### src/rtl/if_fetch_pkg.sv
// Shared widths, state encoding and byte-assembly helper for the instruction fetch stage.
package if_fetch_pkg;

    localparam int          INST_ADDR_W = 32;
    localparam int          INST_W      = 32;
    localparam logic [31:0] ZERO_WORD   = 32'h0000_0000;

    typedef enum logic [1:0] {
        IDLE  = 2'd0,
        FETCH = 2'd1,
        DRAIN = 2'd2,
        READY = 2'd3
    } fetch_state_e;

    // Little-endian placement of one byte into the instruction word.
    function automatic logic [INST_W-1:0] insert_byte(
        input logic [INST_W-1:0] word,
        input logic [1:0]        idx,
        input logic [7:0]        data
    );
        logic [INST_W-1:0] r;
        r = word;
        r[{idx, 3'b000} +: 8] = data;
        return r;
    endfunction

endpackage

### src/rtl/if_fetch.sv
// Instruction fetch stage: assembles a 32-bit instruction from four byte reads
// on a req/ack memory port and presents it to the IF/ID register.
module if_fetch
    import if_fetch_pkg::*;
#(
    parameter logic [INST_ADDR_W-1:0] RESET_PC = 32'h0000_0000
) (
    input  logic                   clk,
    input  logic                   rst,
    input  logic [5:0]             stall,
    input  logic                   ex_b_flag,
    input  logic [INST_ADDR_W-1:0] ex_b_target,
    input  logic                   id_b_flag,
    input  logic [INST_ADDR_W-1:0] id_b_target,
    output logic                   mem_req,
    output logic [INST_ADDR_W-1:0] mem_addr,
    input  logic                   mem_ack,
    input  logic [7:0]             mem_rdata,
    output logic [INST_ADDR_W-1:0] if_pc,
    output logic [INST_W-1:0]      if_inst,
    output logic                   stallreq_if
);

    fetch_state_e           state_q, state_d;
    logic [INST_ADDR_W-1:0] pc_q, pc_d;
    logic [1:0]             cnt_q, cnt_d;
    logic [INST_W-1:0]      buf_q, buf_d;
    logic [INST_ADDR_W-1:0] tgt_lat_q, tgt_lat_d;
    logic                   mem_req_q, mem_req_d;
    logic [INST_ADDR_W-1:0] mem_addr_q, mem_addr_d;
    logic [INST_ADDR_W-1:0] if_pc_q, if_pc_d;
    logic [INST_W-1:0]      if_inst_q, if_inst_d;
    logic                   stallreq_q, stallreq_d;

    logic                   redirect;
    logic [INST_ADDR_W-1:0] tgt;
    logic                   unused_stall_bits;

    // Only bit 0 of the stall vector belongs to this stage.
    assign unused_stall_bits = ^stall[5:1];

    assign redirect = ex_b_flag | id_b_flag;
    assign tgt      = ex_b_flag ? ex_b_target : id_b_target;

    always_comb begin
        state_d   = state_q;
        pc_d      = pc_q;
        cnt_d     = cnt_q;
        buf_d     = buf_q;
        tgt_lat_d = tgt_lat_q;

        case (state_q)
            IDLE: begin
                state_d = FETCH;
                cnt_d   = 2'd0;
            end
            FETCH: begin
                if (redirect) begin
                    if (mem_ack) begin
                        pc_d  = tgt;
                        cnt_d = 2'd0;
                    end else begin
                        // The outstanding request must still complete before refetching.
                        tgt_lat_d = tgt;
                        state_d   = DRAIN;
                    end
                end else if (mem_ack) begin
                    buf_d = insert_byte(buf_q, cnt_q, mem_rdata);
                    cnt_d = cnt_q + 2'd1;
                    if (cnt_q == 2'd3) begin
                        state_d = READY;
                    end
                end
            end
            DRAIN: begin
                if (redirect) begin
                    tgt_lat_d = tgt;
                end
                if (mem_ack) begin
                    pc_d    = tgt_lat_d;
                    cnt_d   = 2'd0;
                    state_d = FETCH;
                end
            end
            READY: begin
                if (redirect) begin
                    pc_d    = tgt;
                    cnt_d   = 2'd0;
                    state_d = FETCH;
                end else if (!stall[0]) begin
                    pc_d    = pc_q + 32'd4;
                    cnt_d   = 2'd0;
                    state_d = FETCH;
                end
            end
            default: begin
                state_d = IDLE;
            end
        endcase

        // Outputs are registered images of the next state.
        mem_req_d  = (state_d == FETCH) || (state_d == DRAIN);
        mem_addr_d = mem_addr_q;
        if (state_d == FETCH) begin
            mem_addr_d = pc_d + {30'd0, cnt_d};
        end
        if_pc_d    = (state_d == READY) ? pc_d  : ZERO_WORD;
        if_inst_d  = (state_d == READY) ? buf_d : ZERO_WORD;
        stallreq_d = (state_d != READY);
    end

    always_ff @(posedge clk or negedge rst) begin
        if (!rst) begin
            state_q    <= IDLE;
            pc_q       <= RESET_PC;
            cnt_q      <= 2'd0;
            buf_q      <= ZERO_WORD;
            tgt_lat_q  <= ZERO_WORD;
            mem_req_q  <= 1'b0;
            mem_addr_q <= ZERO_WORD;
            if_pc_q    <= ZERO_WORD;
            if_inst_q  <= ZERO_WORD;
            stallreq_q <= 1'b1;
        end else begin
            state_q    <= state_d;
            pc_q       <= pc_d;
            cnt_q      <= cnt_d;
            buf_q      <= buf_d;
            tgt_lat_q  <= tgt_lat_d;
            mem_req_q  <= mem_req_d;
            mem_addr_q <= mem_addr_d;
            if_pc_q    <= if_pc_d;
            if_inst_q  <= if_inst_d;
            stallreq_q <= stallreq_d;
        end
    end

    assign mem_req     = mem_req_q;
    assign mem_addr    = mem_addr_q;
    assign if_pc       = if_pc_q;
    assign if_inst     = if_inst_q;
    assign stallreq_if = stallreq_q;

endmodule

### config.mk
export PLATFORM = sky130hd
export DESIGN_NAME = if_fetch
export DESIGN_NICKNAME = d
export VERILOG_FILES = /design/src/rtl/if_fetch_pkg.sv /design/src/rtl/if_fetch.sv
export SDC_FILE = /design/constraint.sdc
export NUM_CORES = 1
export LEC_CHECK = 0
export ABC_AREA = 1
export CAP_MARGIN = 20
export CORE_ASPECT_RATIO = 2
export CORE_MARGIN = 2
export CORE_UTILIZATION = 65
export CTS_CLUSTER_SIZE = 28
export DETAILED_ROUTE_END_ITERATION = 7
export DONT_BUFFER_PORTS = 1
export PLACE_DENSITY = 0.85
export SYNTH_ARGS = -nofsm -noshare
export SYNTH_HDL_FRONTEND = slang
export SYNTH_SLANG_ARGS = --single-unit
### constraint.sdc
create_clock -name clk -period 3.7 [get_ports clk]
set_input_delay 0.37 -clock clk [delete_from_list [all_inputs] [get_ports clk]]
set_output_delay 0.37 -clock clk [all_outputs]
set_load 0.02 [all_outputs]
==> flow_summary.yaml, run 1 <==
worst_setup_path:
  cp.required_ns: 4.07
  crit_fanout: 10
  cp_num_buf_inv: 1
  cp_common_cell: "nand2_1"
  crit_slowest_cell: "dfrtp_1"
  r2r_slack_ns: 0.29
  critical_path_arrival_ns: 3.78
  crit_type: "register to register"
  crit_family: "simple AND/OR/NAND/NOR gates"
  max_stage_delay_ns: 0.48
  cp-end-kind: "register"
  cp-start-kind: "register"
  path_cells: "nor2_4 > nand2_1 > inv_2 > nor2_1 > o21ai_0 > a21oi_1 > nand2_1 > ha_1 > fa_1 > nand2_1 > nor3_1 > nand3_1 > nor2_1 > nand3_1 > nand2_1 > nand3_1 > nand2_1"
synth:
  yosys.area.top_type_share_pct: 42.0
  yosysTopAreaCell: "dfrtp_1"
  ys.flop_type: "dfrtp_1"
  ys_types: 42
  syn_area_um2: 11800
  yosys_warnings: 0
  synth_async_sr_flop_share_pct: 100
  synth.area.top_cells: "dfrtp_1 (42%), nand2_1 (18%), inv_1 (6.5%), nor2_1 (5.6%), nand3_1 (4.9%)"
  synth_area_per_cell_um2: 6.95
  synthCells: 1691
  ys_ff_latch: 198
  yosysSeqAreaShare_pct: 42.2
  syn_nets: 1787
  synth_edf_count: 0
finish:
  area_delta_synth_final_pct: 6.02
  fin_util_pct: 70.0
  diodes: 0
  drive_gt1_share_pct: 7.50
  layout.nets: 1763
  fill_cells: 1523
placement:
  pre_cts_slack_ns: 0.357
  place_hpwl_mm: 25.6
  place.port_buffers: 0
  place_congestion: 1.01
clocking:
  post_cts_buffers: 0
  htree_num_levels: 4
  worstSkewPairLatency_ns: 0.44
  path_clk_slew_ns: 0.07
  cts_resized: 0
  clockRootBuffer: "clkbuf_16"
  cts.sinks: 198
  cts_made_buffers: 17
  clock_path_buffers: 2
  cts_tree: "yes"
route:
  drt_wl_total_mm: 34.7
  drt_first_pass_iters: 7
  routedWlPerCell_um: 18.4
  drtAntennaViolNets: 0
  drtIter0Drc: 949
  viasPerCell: 5.80
  vias: 11000
  route.detailed.drc: 0
sta:
  final-hold-violation-count: 198
  setup_viol: 0
  skew_ns: 0.0109
  clock.fmax_mhz: 293
  totalNegativeSetupSlack_ns: 0
  slew_violations: 0
  worst_slack_ns: 0.290
  layout_min_cycle_time_ns: 3.41
  tightest_slew_ns: 0.818
  slew_headroom_pct: 45.2
  finalCritPeriodShare_pct: 92.2
  rsz0062_at_grt: "no"
  whs_ns: -0.375
job:
  cap_violations: 0
floorplan:
  fp.dieW_um: 99.1
  pin_count: 181
  dieArea_um2: 19200
  placementRows: 69
  start_util_pct: 66.1
  die_h_um: 194
  core-area_um2: 17800
global_route:
  grt_max_degree: 199
  overflow: 0
  grt_usage_pct: 36.3
  grt_pass1_vias: 10600
  grt_pass1_wl_mm: 54.8
  antenna_found_initial: 0
power_and_ir_drop:
  vdd_ir_drop_max_mv: 0.597
  totalPowerFinal_mw: 9.14
  power_density_nw_per_um2: 734
  power.leakage_nw: 6.51
outcome:
  violations: "negative hold slack"
  outcome: "complete, but fails checks"
min_path:
  hp-class: "primary input to async pin"
[Yosys cell counts (2+ instances only)]
cell and n:
nand2_1 562, inv_1 203, dfrtp_1 197, nor2_1 175, nand3_1 114, o21ai_0 98, a21oi_1 63, nand4_1 33
buf_2 27, clkbuf_1 26, o211ai_1 23, nor2_2 17, nor3_1 14, xor2_1 13, ha_1 12, inv_2 12
a31oi_1 10, buf_4 10, nand2_2 10, and2_1 9, o21ai_1 8, nand3_2 7, nor2_4 6, a21oi_2 5
clkinv_1 4, nand4_2 4, o221ai_1 4, or2_2 4, a22oi_1 3, buf_6 3, a21oi_4 2, o21a_1 2
xnor2_1 2
[stage by stage]
stage               cell area [um^2]  hold slack [ns]  std cells
finish                         12500           -0.375       1893
global route                   12500           -0.390       1893
CTS                            12500           -0.386       1893
detailed placement             11900           0.0780       1861
global placement               11900           0.0781       1861
floorplan                      11800           0.0744       1691
[placed cells by master, fill, tap and decap left out, types with 2 or more instances in the layout]
cell / count
nand3_1: 114
ha_1: 12
nor3_1: 14
xnor2_1: 2
nand2_1: 562
a21oi_1: 63
clkbuf_16: 17
nor2_4: 7
nor2_2: 16
and2_1: 9
o211ai_1: 23
clkbuf_8: 2
a21oi_2: 5
or2_2: 4
nor2_1: 175
inv_2: 12
dfrtp_1: 197
nand4_1: 33
a31oi_1: 10
nand4_2: 4
clkinv_1: 4
xor2_1: 13
a22oi_1: 3
inv_1: 203
o221ai_1: 4
buf_4: 25
o21a_1: 2
bufinv_16: 2
nand2_2: 10
clkinv_4: 2
clkinvlp_4: 2
o21ai_0: 98
o21ai_1: 8
a21oi_4: 2
nand3_2: 7
inv_6: 5
[power by group]
group	total (mW)	leakage [nW]	switching (mW)	internal, mW
Clock	1.91	0.288	0.863	1.05
Combinational	3.30	3.77	2.30	0.997
Sequential	3.94	2.45	1.01	2.93
Total	9.14	6.51	4.17	4.97
[routing by layer]
metal	vias to the layer above	wire [um]	GRT usage, %
li1	5281	-	-
met1	5054	12900	42.3
met3	123	2170	4.65
met2	518	17700	62.9
met5	-	0	0
met4	0	2020	21.2
[registers in the layout, summed over array words and instances, names as in the netlist]
name	flops
if_inst	32
state_q	2
stallreq_if	1
cnt_q	2
mem_req	1
buf_q	32
pc_q	32
if_pc	32
mem_addr	32
tgt_lat_q	32
[kinds of logic (layout without fill, tap and decap cells)]
family	count (synthesis)	after routing	share of synthesized area (%)
AO/OA/AOI/OAI	219	219	10.5
adder cells (fa/ha/maj)	13	13	1.45
XOR/XNOR	15	15	1.12
AND/OR/NAND/NOR	958	958	34.7
flip-flops	198	198	42.2
buffers and inverters	288	277	10.0
[path summary, 6_finish.rpt]
| kind | from | end | depth (start not counted) |
|---|---|---|---|
| worst max-delay path | state_q[1]$_DFF_PN0_ | mem_addr[30]$_DFFE_PN0N_ | 17 |
| worst min-delay path | rst | if_inst[8]$_DFF_PN0_ | 0 |
| worst max register to register | state_q[1]$_DFF_PN0_ | mem_addr[30]$_DFFE_PN0N_ | 17 |
| worst min register to register | buf_q[24]$_DFF_PN0_ | buf_q[24]$_DFF_PN0_ | 2 |
| max in group asynchronous | rst | if_inst[3]$_DFF_PN0_ | 0 |
| min in group clk | mem_rdata[7] | buf_q[31]$_DFF_PN0_ | 2 |
[layout make-up]
type,instances,area (um^2),area share (%)
sequential,198,4960,39.8
clock buffer,20,457,3.67
timing repair buffer,25,188,1.51
clock inverter,12,141,1.14
multi-input combinational,1205,5620,45.1
tap,213,267,2.14
inverter,220,828,6.65
No activity file was read; power rests on OpenSTA's default activity.
==> run 2, diff against run 1 <==
--- a/config.mk
+++ b/config.mk
@@ -7,7 +7,7 @@
 export LEC_CHECK = 0
 export ABC_AREA = 1
 export CAP_MARGIN = 20
-export CORE_ASPECT_RATIO = 2
+export CORE_ASPECT_RATIO = 1.1
 export CORE_MARGIN = 2
 export CORE_UTILIZATION = 65
 export CTS_CLUSTER_SIZE = 28
==> run 2 against run 1 <==
  * The flow still finishes with violations (negative hold slack)
  * Combinational power about the same
  * Setup slack better by 0.17 ns
  * Cell area up 0.21%
  * Maximum frequency up 5.1%
  * Critical path type unchanged
==> flow_summary.yaml, run 2 (synthesis gave the netlist of run 1 again) <==
floorplan:
  dieArea_um2: 19200
  placementRows: 51
  die_h_um: 145
  fp.dieW_um: 132
  pin_count: 181
  start_util_pct: 66.2
  core-area_um2: 17700
route:
  vias: 11100
  routedWlPerCell_um: 17.2
  drt_first_pass_iters: 6
  viasPerCell: 5.79
  route.detailed.drc: 0
  drt_wl_total_mm: 33.0
  drtAntennaViolNets: 0
  drtIter0Drc: 1203
global_route:
  grt_pass1_wl_mm: 53.2
  overflow: 0
  grt_pass1_vias: 10400
  antenna_found_initial: 0
  grt_usage_pct: 34.8
  grt_max_degree: 199
sta:
  whs_ns: -0.375
  clock.fmax_mhz: 308
  worst_slack_ns: 0.457
  skew_ns: 0.0167
  rsz0062_at_grt: "no"
  slew_violations: 0
  layout_min_cycle_time_ns: 3.24
  finalCritPeriodShare_pct: 87.7
  final-hold-violation-count: 198
  tightest_slew_ns: 0.699
  totalNegativeSetupSlack_ns: 0
  slew_headroom_pct: 53.4
  setup_viol: 0
finish:
  fill_cells: 1480
  layout.nets: 1765
  drive_gt1_share_pct: 7.61
  final_cell_mix: "nand2_1 (562), inv_1 (203), dfrtp_1 (197)"
  area_delta_synth_final_pct: 6.24
  final_common_cell: "nand2_1"
  diodes: 0
clocking:
  cts.sinks: 198
  cts_tree: "yes"
  htree_num_levels: 4
  clock_path_buffers: 2
  worstSkewPairLatency_ns: 0.45
  clockRootBuffer: "clkbuf_16"
  cts_made_buffers: 17
  path_clk_slew_ns: 0.08
placement:
  pre_cts_slack_ns: 0.569
  place.port_buffers: 0
  place_hpwl_mm: 23.5
  place_congestion: 0.969
worst_setup_path:
  cp-start-kind: "register"
  crit_fanout: 10
  r2r_start: "state_q[1]$_DFF_PN0_"
  crit_type: "register to register"
  cp.required_ns: 4.04
  critical_path_arrival_ns: 3.59
  critPathLaunch: "state_q[1]$_DFF_PN0_"
  cp-end-kind: "register"
outcome:
  outcome: "complete, but fails checks"
  violations: "negative hold slack"
power_and_ir_drop:
  power_density_nw_per_um2: 726
  vdd_ir_drop_max_mv: 0.458
  power.leakage_nw: 6.51
job:
  cap_violations: 0
min_path:
  hp-class: "primary input to async pin"
==> run 2: changes by cell type in the layout (fill, tap and decap cells not counted), sizes merged <==
cell,delta
bufinv,-1
buf,+2
clkbuf,-1
clkinv,-1
clkinvlp,+1
inv,+2
==> run 2: worst max-delay path: stages, from the launching register on <==
cell and delay, ns:
dfrtp_1 0.49, nor2_4 0.17, nand2_1 0.09, inv_2 0.19
nor2_1 0.09, o21ai_0 0.15, a21oi_1 0.15, nand2_1 0.11
ha_1 0.20, fa_1 0.30, nand2_1 0.12, inv_1 0.09
nand3_1 0.18, nor2_1 0.40, nand3_1 0.14, nand2_1 0.08
nand2_1 0.06, nand2_1 0.06, nand2_1 0.05
==> run 2: path summary, 6_finish.rpt <==
path | slack [ns] | cells after the start | end
setup / recovery | 0.46 | 18 | mem_addr[24]$_DFFE_PN0N_
hold / removal | -0.38 | 0 | if_inst[25]$_DFF_PN0_
min in group clk | 0.11 | 2 | buf_q[28]$_DFF_PN0_
max in group asynchronous | 3.80 | 0 | tgt_lat_q[28]$_DFFE_PN0P_
setup reg to reg | 0.46 | 18 | mem_addr[24]$_DFFE_PN0N_
hold reg to reg | 0.48 | 2 | buf_q[25]$_DFF_PN0_
==> run 2: metrics by stage <==
stage / utilization [%] / std cells / instance area (um^2) / total power [mW] / hold WS, ns
after global placement: 67.1 / 1888 / 11900 / 7.04 / 0.0825
after detailed placement: 67.1 / 1888 / 11900 / 7.14 / 0.0799
final: 70.4 / 1920 / 12500 / 9.07 / -0.375
after floorplan: - / 1691 / 11800 / 6.23 / 0.0744
after CTS: 70.4 / 1920 / 12500 / 9.00 / -0.386
after global routing: 70.4 / 1920 / 12500 / 9.66 / -0.388
==> run 2: repair_timing <==
action,4_1_cts,5_1_grt
resized for setup,0,0
hold endpoints to repair,198,198
setup buffers,0,0
==> run 2: power by group <==
group | internal, mW | switching, mW
clock network | 0.969 | 0.874
registers | 2.93 | 1.01
logic | 0.998 | 2.29
==> run 2: final cells by class <==
| class | instances | area, um^2 | area share, % |
|---|---|---|---|
| clock buffers | 19 | 443 | 3.55 |
| flip-flops and latches | 198 | 4960 | 39.7 |
| clock inverters | 13 | 135 | 1.08 |
| inverters | 220 | 828 | 6.64 |
| well taps | 238 | 298 | 2.39 |
| repair buffers | 27 | 203 | 1.62 |
| multi-input cells | 1205 | 5620 | 45.0 |
==> run 2: layer usage <==
| layer | wire, um | part of all wire, % | track usage (%) | up-vias |
|---|---|---|---|---|
| met2 | 15300 | 46 | 54.7 | 659 |
| met3 | 3420 | 10 | 6.95 | 88 |
| met4 | 1190 | 3.6 | 15.6 | 0 |
| met5 | 0 | 0 | 0 | - |
| li1 | - | - | - | 5277 |
| met1 | 13100 | 40 | 46.8 | 5092 |
